`src/rtl/piano_pkg.sv`:
```
// Shared note/octave definitions for the piano controller and tone synthesiser.
// Holds the octave-1 half-period table in 100 MHz clock cycles.
package piano_pkg;

  typedef enum logic [2:0] {
    NOTE_SIL = 3'd0,
    NOTE_C   = 3'd1,
    NOTE_D   = 3'd2,
    NOTE_E   = 3'd3,
    NOTE_F   = 3'd4,
    NOTE_G   = 3'd5,
    NOTE_A   = 3'd6,
    NOTE_B   = 3'd7
  } note_e;

  localparam logic [2:0] OCT_MIN      = 3'd1;
  localparam logic [2:0] OCT_MAX      = 3'd7;
  localparam logic [5:0] CODE_SILENCE = 6'd0;

  localparam int unsigned BASE_C = 1528903;
  localparam int unsigned BASE_D = 1362097;
  localparam int unsigned BASE_E = 1213492;
  localparam int unsigned BASE_F = 1145383;
  localparam int unsigned BASE_G = 1020421;
  localparam int unsigned BASE_A = 909091;
  localparam int unsigned BASE_B = 809912;

  function automatic int unsigned base_half(input note_e n);
    case (n)
      NOTE_C:  return BASE_C;
      NOTE_D:  return BASE_D;
      NOTE_E:  return BASE_E;
      NOTE_F:  return BASE_F;
      NOTE_G:  return BASE_G;
      NOTE_A:  return BASE_A;
      NOTE_B:  return BASE_B;
      default: return 0;
    endcase
  endfunction

  // A code with no note or no octave asks for silence.
  function automatic logic is_silence(input logic [5:0] code);
    return (code[2:0] == NOTE_SIL) || (code[5:3] < OCT_MIN);
  endfunction

endpackage

```
`src/rtl/tone_gen_if.sv`:
```
// Note request / speaker bundle between the piano controller and tone_gen.
interface tone_gen_if;
  logic       note_valid;
  logic [5:0] note_code;
  logic [1:0] vol;
  logic       audio_out;
  logic       playing;
  logic [5:0] cur_code;

  modport master (
    output note_valid, note_code, vol,
    input  audio_out, playing, cur_code
  );

  modport slave (
    input  note_valid, note_code, vol,
    output audio_out, playing, cur_code
  );
endinterface

```
`src/rtl/tone_period_lut.sv`:
```
// Combinational note code to half-period: octave-1 table lookup then a right shift per octave.
module tone_period_lut
  import piano_pkg::*;
#(
  parameter int HALF_W = 21
) (
  input  logic [5:0]        code,
  output logic [HALF_W-1:0] half
);

  logic [31:0] base;
  logic [2:0]  shift;

  always_comb begin
    base  = base_half(note_e'(code[2:0]));
    shift = code[5:3] - OCT_MIN;
    half  = is_silence(code) ? '0 : HALF_W'(base >> shift);
  end

endmodule

```
`src/rtl/tone_gen.sv`:
```
// Square-wave tone generator: note changes land only on low-to-high boundaries,
// silence lands at the end of a high phase, and a 2-bit PWM gate sets the volume.
module tone_gen
  import piano_pkg::*;
#(
  parameter int HALF_W = 21,
  parameter int PWM_W  = 8
) (
  input logic       clk,
  input logic       rst_n,
  tone_gen_if.slave bus
);

  localparam logic [0:0] S_SILENT  = 1'b0;
  localparam logic [0:0] S_PLAYING = 1'b1;

  logic [0:0]        state;
  logic              sq;
  logic [HALF_W-1:0] cnt;
  logic [HALF_W-1:0] half;
  logic [5:0]        cur_code;
  logic [5:0]        pend_code;
  logic              pend_vld;
  logic [PWM_W-1:0]  pwm_cnt;
  logic              audio_q;
  logic              gate;

  logic boundary, pend_sil, pend_note, go_silent, take_note, req_ok;

  tone_period_lut #(.HALF_W(HALF_W)) u_lut (
    .code (cur_code),
    .half (half)
  );

  assign boundary  = (state == S_PLAYING) && (cnt == half - HALF_W'(1));
  assign pend_sil  = pend_vld && is_silence(pend_code);
  assign pend_note = pend_vld && !is_silence(pend_code);
  assign go_silent = (state == S_PLAYING) && pend_sil && (!sq || boundary);
  assign take_note = boundary && !sq && pend_note;
  // Re-requesting the note already sounding must not disturb a pending change.
  assign req_ok    = bus.note_valid && (state == S_PLAYING) && (bus.note_code != cur_code);

  // NOTE: sequential state uses non-blocking (<=) so every register samples pre-edge values.
  always_ff @(posedge clk or negedge rst_n) begin
    if (!rst_n) begin
      state     <= S_SILENT;
      sq        <= 1'b0;
      cnt       <= '0;
      cur_code  <= CODE_SILENCE;
      pend_code <= CODE_SILENCE;
      pend_vld  <= 1'b0;
    end else begin
      if (state == S_SILENT) begin
        if (bus.note_valid && !is_silence(bus.note_code)) begin
          state    <= S_PLAYING;
          cur_code <= bus.note_code;
          cnt      <= '0;
          sq       <= 1'b1;
        end
      end else if (go_silent) begin
        state    <= S_SILENT;
        cur_code <= CODE_SILENCE;
        cnt      <= '0;
        sq       <= 1'b0;
      end else if (boundary) begin
        cnt <= '0;
        sq  <= ~sq;
        if (take_note) cur_code <= pend_code;
      end else begin
        cnt <= cnt + HALF_W'(1);
      end

      // A strobe on a boundary cycle is kept for the next boundary.
      if (go_silent) begin
        pend_vld <= 1'b0;
      end else if (req_ok) begin
        pend_code <= bus.note_code;
        pend_vld  <= 1'b1;
      end else if (take_note) begin
        pend_vld <= 1'b0;
      end
    end
  end

  always_comb begin
    gate = 1'b0; // NOTE: default first so no path leaves gate unassigned and infers a latch.
    unique case (bus.vol)
      2'd0:    gate = 1'b0;
      2'd1:    gate = (pwm_cnt[PWM_W-1 -: 2] == 2'b00);
      2'd2:    gate = ~pwm_cnt[PWM_W-1];
      default: gate = 1'b1;
    endcase
  end

  always_ff @(posedge clk or negedge rst_n) begin
    if (!rst_n) begin
      pwm_cnt <= '0;
      audio_q <= 1'b0;
    end else begin
      pwm_cnt <= pwm_cnt + PWM_W'(1);
      audio_q <= sq & gate;
    end
  end

  assign bus.audio_out = audio_q;
  assign bus.playing   = (state == S_PLAYING);
  assign bus.cur_code  = cur_code;

endmodule

```
`src/flat_wrapper.sv`:
```
// flat-port wrapper written by rule: the top's interface ports become plain ports
module tone_gen_flat import piano_pkg::*;
#(
  parameter int HALF_W = 21,
  parameter int PWM_W  = 8
)
  (clk, rst_n, bus_note_valid, bus_note_code, bus_vol, bus_audio_out, bus_playing, bus_cur_code);
  tone_gen_if bus_i ();
  input logic clk;
  input logic rst_n;
  input wire logic [$bits(bus_i.note_valid)-1:0] bus_note_valid;
  input wire logic [$bits(bus_i.note_code)-1:0] bus_note_code;
  input wire logic [$bits(bus_i.vol)-1:0] bus_vol;
  output wire logic [$bits(bus_i.audio_out)-1:0] bus_audio_out;
  output wire logic [$bits(bus_i.playing)-1:0] bus_playing;
  output wire logic [$bits(bus_i.cur_code)-1:0] bus_cur_code;
  assign bus_i.note_valid = bus_note_valid;
  assign bus_i.note_code = bus_note_code;
  assign bus_i.vol = bus_vol;
  assign bus_audio_out = bus_i.audio_out;
  assign bus_playing = bus_i.playing;
  assign bus_cur_code = bus_i.cur_code;
  tone_gen #(.HALF_W(HALF_W), .PWM_W(PWM_W)) u_core (.clk(clk), .rst_n(rst_n), .bus(bus_i));
endmodule
```
`config.mk`:
```
export PLATFORM = sky130hd
export DESIGN_NAME = tone_gen_flat
export DESIGN_NICKNAME = d
export VERILOG_FILES = /design/src/rtl/piano_pkg.sv /design/src/rtl/tone_gen_if.sv /design/src/rtl/tone_period_lut.sv /design/src/rtl/tone_gen.sv /design/src/flat_wrapper.sv
export SDC_FILE = /design/constraint.sdc
export NUM_CORES = 1
export LEC_CHECK = 0
export ABC_CLOCK_PERIOD_IN_PS = 5000
export BUFFER_PORTS_ARGS = -buffer_cell sky130_fd_sc_hd__buf_2
export CAP_MARGIN = 20
export CORE_UTILIZATION = 46
export DETAILED_ROUTE_END_ITERATION = 10
export GPL_ROUTABILITY_DRIVEN = 0
export PLACE_DENSITY_LB_ADDON = 0.25
export SLEW_MARGIN = 25
export SYNTH_ARGS = -nofsm -noshare
export SYNTH_HDL_FRONTEND = slang
export SYNTH_SLANG_ARGS = --single-unit
```
`constraint.sdc`:
```
create_clock -name clk -period 5 [get_ports clk]
set_clock_uncertainty 0.05 [all_clocks]
set_input_delay 0.75 -clock clk [delete_from_list [all_inputs] [get_ports clk]]
set_output_delay 0.75 -clock clk [all_outputs]
set_load 0.1 [all_outputs]
```
==> run_results.csv <==
group,metric,value,unit
final_layout,multi_input_area,0.003468,sq mm
yosys,syn_area,0.004852,sq mm
global_route,overflow,0,
detailed_routing,drt_pass1_iterations,5,
detailed_routing,met1_length,6354,microns
yosys,synth_flop_cell,"dfrtp_1",
clock_tree,htreeDepth,2,
timing,setup_viol,0,
final_layout,area_growth,9.670,%
clock_tree,numCtsBuffers,5,
worst_setup_path,crit_fanout,10,
flow_run,maxCapViolCount,0,
pwr,power_density,637.1,mW/mm^2
timing,drv_slew,0,
yosys,synth.net_count,645,
global_route,grt_max_degree,46,
clock_tree,path_clk_slew,0.09,ns
detailed_routing,antenna_left,0,
worst_setup_path,critical_path_required,5.14,ns
worst_setup_path,start_kind,"register",
detailed_routing,wl_met3,1277,microns
pwr,vdd_ir_drop_max,0.2915,mV
yosys,ys_types,80,
final_layout,fillers,993,
timing,tightest_slew,0.8636,ns
floorplan,start_util,0.4721,
timing,tns,0,ns
clock_tree,cts-root-buf,"clkbuf_8",
global_route,grt_pass1_vias,4794,
detailed_routing,wl,15080,microns
yosys,ys_ff_latch,45,
clock_tree,clock-sinks,45,
global_route,grt_pass1_wl,24780,microns
pwr,cellLeakagePower,2.099,nW
worst_setup_path,crit_path_end_kind,"register",
detailed_routing,drcViolationCount,0,
yosys,postSynthCellCount,630,
clock_tree,cts_tree,"done",
yosys,synth.area.top_cells,"dfrtp_1, a21oi_1, nor2_1, buf_2, o211ai_1",
final_layout,drive_gt1_frac,0.1614,
yosys,async_flop_share,1.000,
yosys,yosysTopAreaCellShare,0.2321,
detailed_routing,highest_layer,"met4",
timing,hold_violations,0,
final_layout,regArea,0.001131,sq mm
global_route,grt_usage,0.2788,
floorplan,core-area,0.01028,sq mm
timing,slew_headroom,0.4094,
final_layout,diodes,0,
worst_setup_path,cp_data_arrival_time,4.83,ns
global_route,antenna_found_initial,0,
floorplan,die_height,104.7,microns
final_layout,final_cells,774,
final_layout,fin_nets,652,
detailed_routing,dr_total_vias,5211,
timing,fmax,212.8,MHz
outcome,status,"finished, final reports clean",
clock_tree,clock_latency,0.30,ns
final_layout,final_cell_mix,"buf_4, dfrtp_1, nor2_1",
timing,fin_crit_sh,0.9396,
yosys,ys_seq_area_frac,0.2321,
detailed_routing,dr_wl_met2,6784,microns
floorplan,die_w,104.7,microns
timing,grt_setup_unrepaired,"false",
place,place_inst,765,
yosys,yosysWarnings,0,
floorplan,dieArea,0.01096,sq mm
detailed_routing,vias_per_cell,6.733,
hold_path,hold_path_class,"in -> async",
detailed_routing,wl_per_cell,19.49,microns
floorplan,io_pins,19,
yosys,yosysTopAreaCell,"dfrtp_1",
clock_tree,cts_buffer_depth,2,
place,port_buffers,18,
yosys,syn_area_per_cell,7.702,sq um
timing,min_period,4.698,ns
place,dp.final_hpwl,11190,microns
worst_setup_path,crit_type,"reg -> reg",
yosys,synth_edf_count,0,
floorplan,rows,37,
detailed_routing,initialDrtViolationCount,597,
synth_stat cells (all sizes together) (7+ instances only):
cell / instances
a211oi: 7
a21o: 7
a21oi: 34
a31oi: 17
and3: 20
buf: 39
clkbuf: 21
dfrtp: 45
inv: 16
mux2: 8
mux2i: 12
nand2: 33
nand2b: 14
nand3: 27
nand4: 16
nor2: 43
nor2b: 19
nor3: 21
nor3b: 7
nor4: 10
o211ai: 20
o21a: 15
o21ai: 34
o221ai: 8
o22ai: 7
o311ai: 7
o31ai: 8
xnor2: 14
xor2: 12
flip-flops by register name (all words and copies together), names as in the netlist:
| name | count |
|---|---|
| u_core.bus.audio_out | 1 |
| u_core.pend_code | 6 |
| u_core.pend_vld | 1 |
| u_core.bus.cur_code | 6 |
| u_core.cnt | 21 |
| u_core.pwm_cnt | 8 |
| u_core.sq | 1 |
| u_core.bus.playing | 1 |
final timing paths:
check                                       start                      to  slack (ns)  cells past startpoint
min in group clk                u_core.pwm_cnt[0]       u_core.pwm_cnt[0]        0.43                      1
max reg2reg                u_core.bus.cur_code[3]     u_core.pend_code[2]        0.30                     18
max in group asynchronous                   rst_n  u_core.bus.cur_code[3]        4.08                      1
min reg2reg                     u_core.pwm_cnt[0]       u_core.pwm_cnt[0]        0.43                      1
max                        u_core.bus.cur_code[3]     u_core.pend_code[2]        0.30                     18
min                                         rst_n           u_core.cnt[1]        0.37                      1
layout make-up:
cell class,instances,area share
tap,136,0.03198
sequential,45,0.2126
clock buffer,7,0.01434
timing repair buffer,60,0.07665
multi-input combinational,509,0.6518
clock inverter,1,0.001411
inverter,16,0.01129
through the flow:
stage	util	worst slack, ns	cell area [sq um]	total power, mW	hold WS, ns
floorplan	-	0.01756	4900	2.374	0.3851
global placement	0.5047	0.2877	5187	3.009	0.4133
detailed placement	0.5047	0.2306	5187	3.045	0.4263
CTS	0.5129	0.1736	5271	3.281	0.4383
global route	0.5178	0.03289	5321	3.619	0.4206
finish	0.5178	0.3018	5321	3.390	0.3724
worst max-delay path, cell delays in order, from the launching register on:
cell and delay [ns]:
dfrtp_4 0.47, inv_1 0.09, ha_2 0.34, or3b_4 0.44, o221ai_2 0.21, nor3_2 0.09, nor3_2 0.23, inv_2 0.06
ha_2 0.34, xor2_2 0.17, and3_1 0.17, nand4_1 0.09, or4_1 0.56, nor4_2 0.15, nand4_1 0.21, a21o_4 0.28
nor2b_1 0.13, buf_4 0.20, mux2_4 0.30
logic make-up after synthesis:
family / synth area share
xor gates and xnor gates: 0.04848
muxes: 0.04796
buffers and inverters: 0.07168
AOI/OAI and AO/OA: 0.3138
DFF: 0.2321
adders and majority gates: 0.01032
and+or+nand+nor: 0.2757
repair_timing:
item / 4_1_cts / 5_1_grt
endpoints found under the hold margin: 0 / 0
resized for setup: 0 / 8
setup endpoints to repair: 0 / 29
setup buffers: 0 / 1
hold buffers: 0 / 0
metal layers:
layer	vias to the layer above	GRT usage
li1	2414	-
met1	2470	0.3719
met2	271	0.4380
met3	56	0.04429
met4	0	0.1358
met5	-	0
report_power, final:
part | internal [mW] | switching, mW
Clock | 0.0990 | 0.124
Sequential | 0.417 | 0.121
Combinational | 0.988 | 1.64
Total | 1.50 | 1.89
Note: power is estimated with default switching activity, not from simulation.
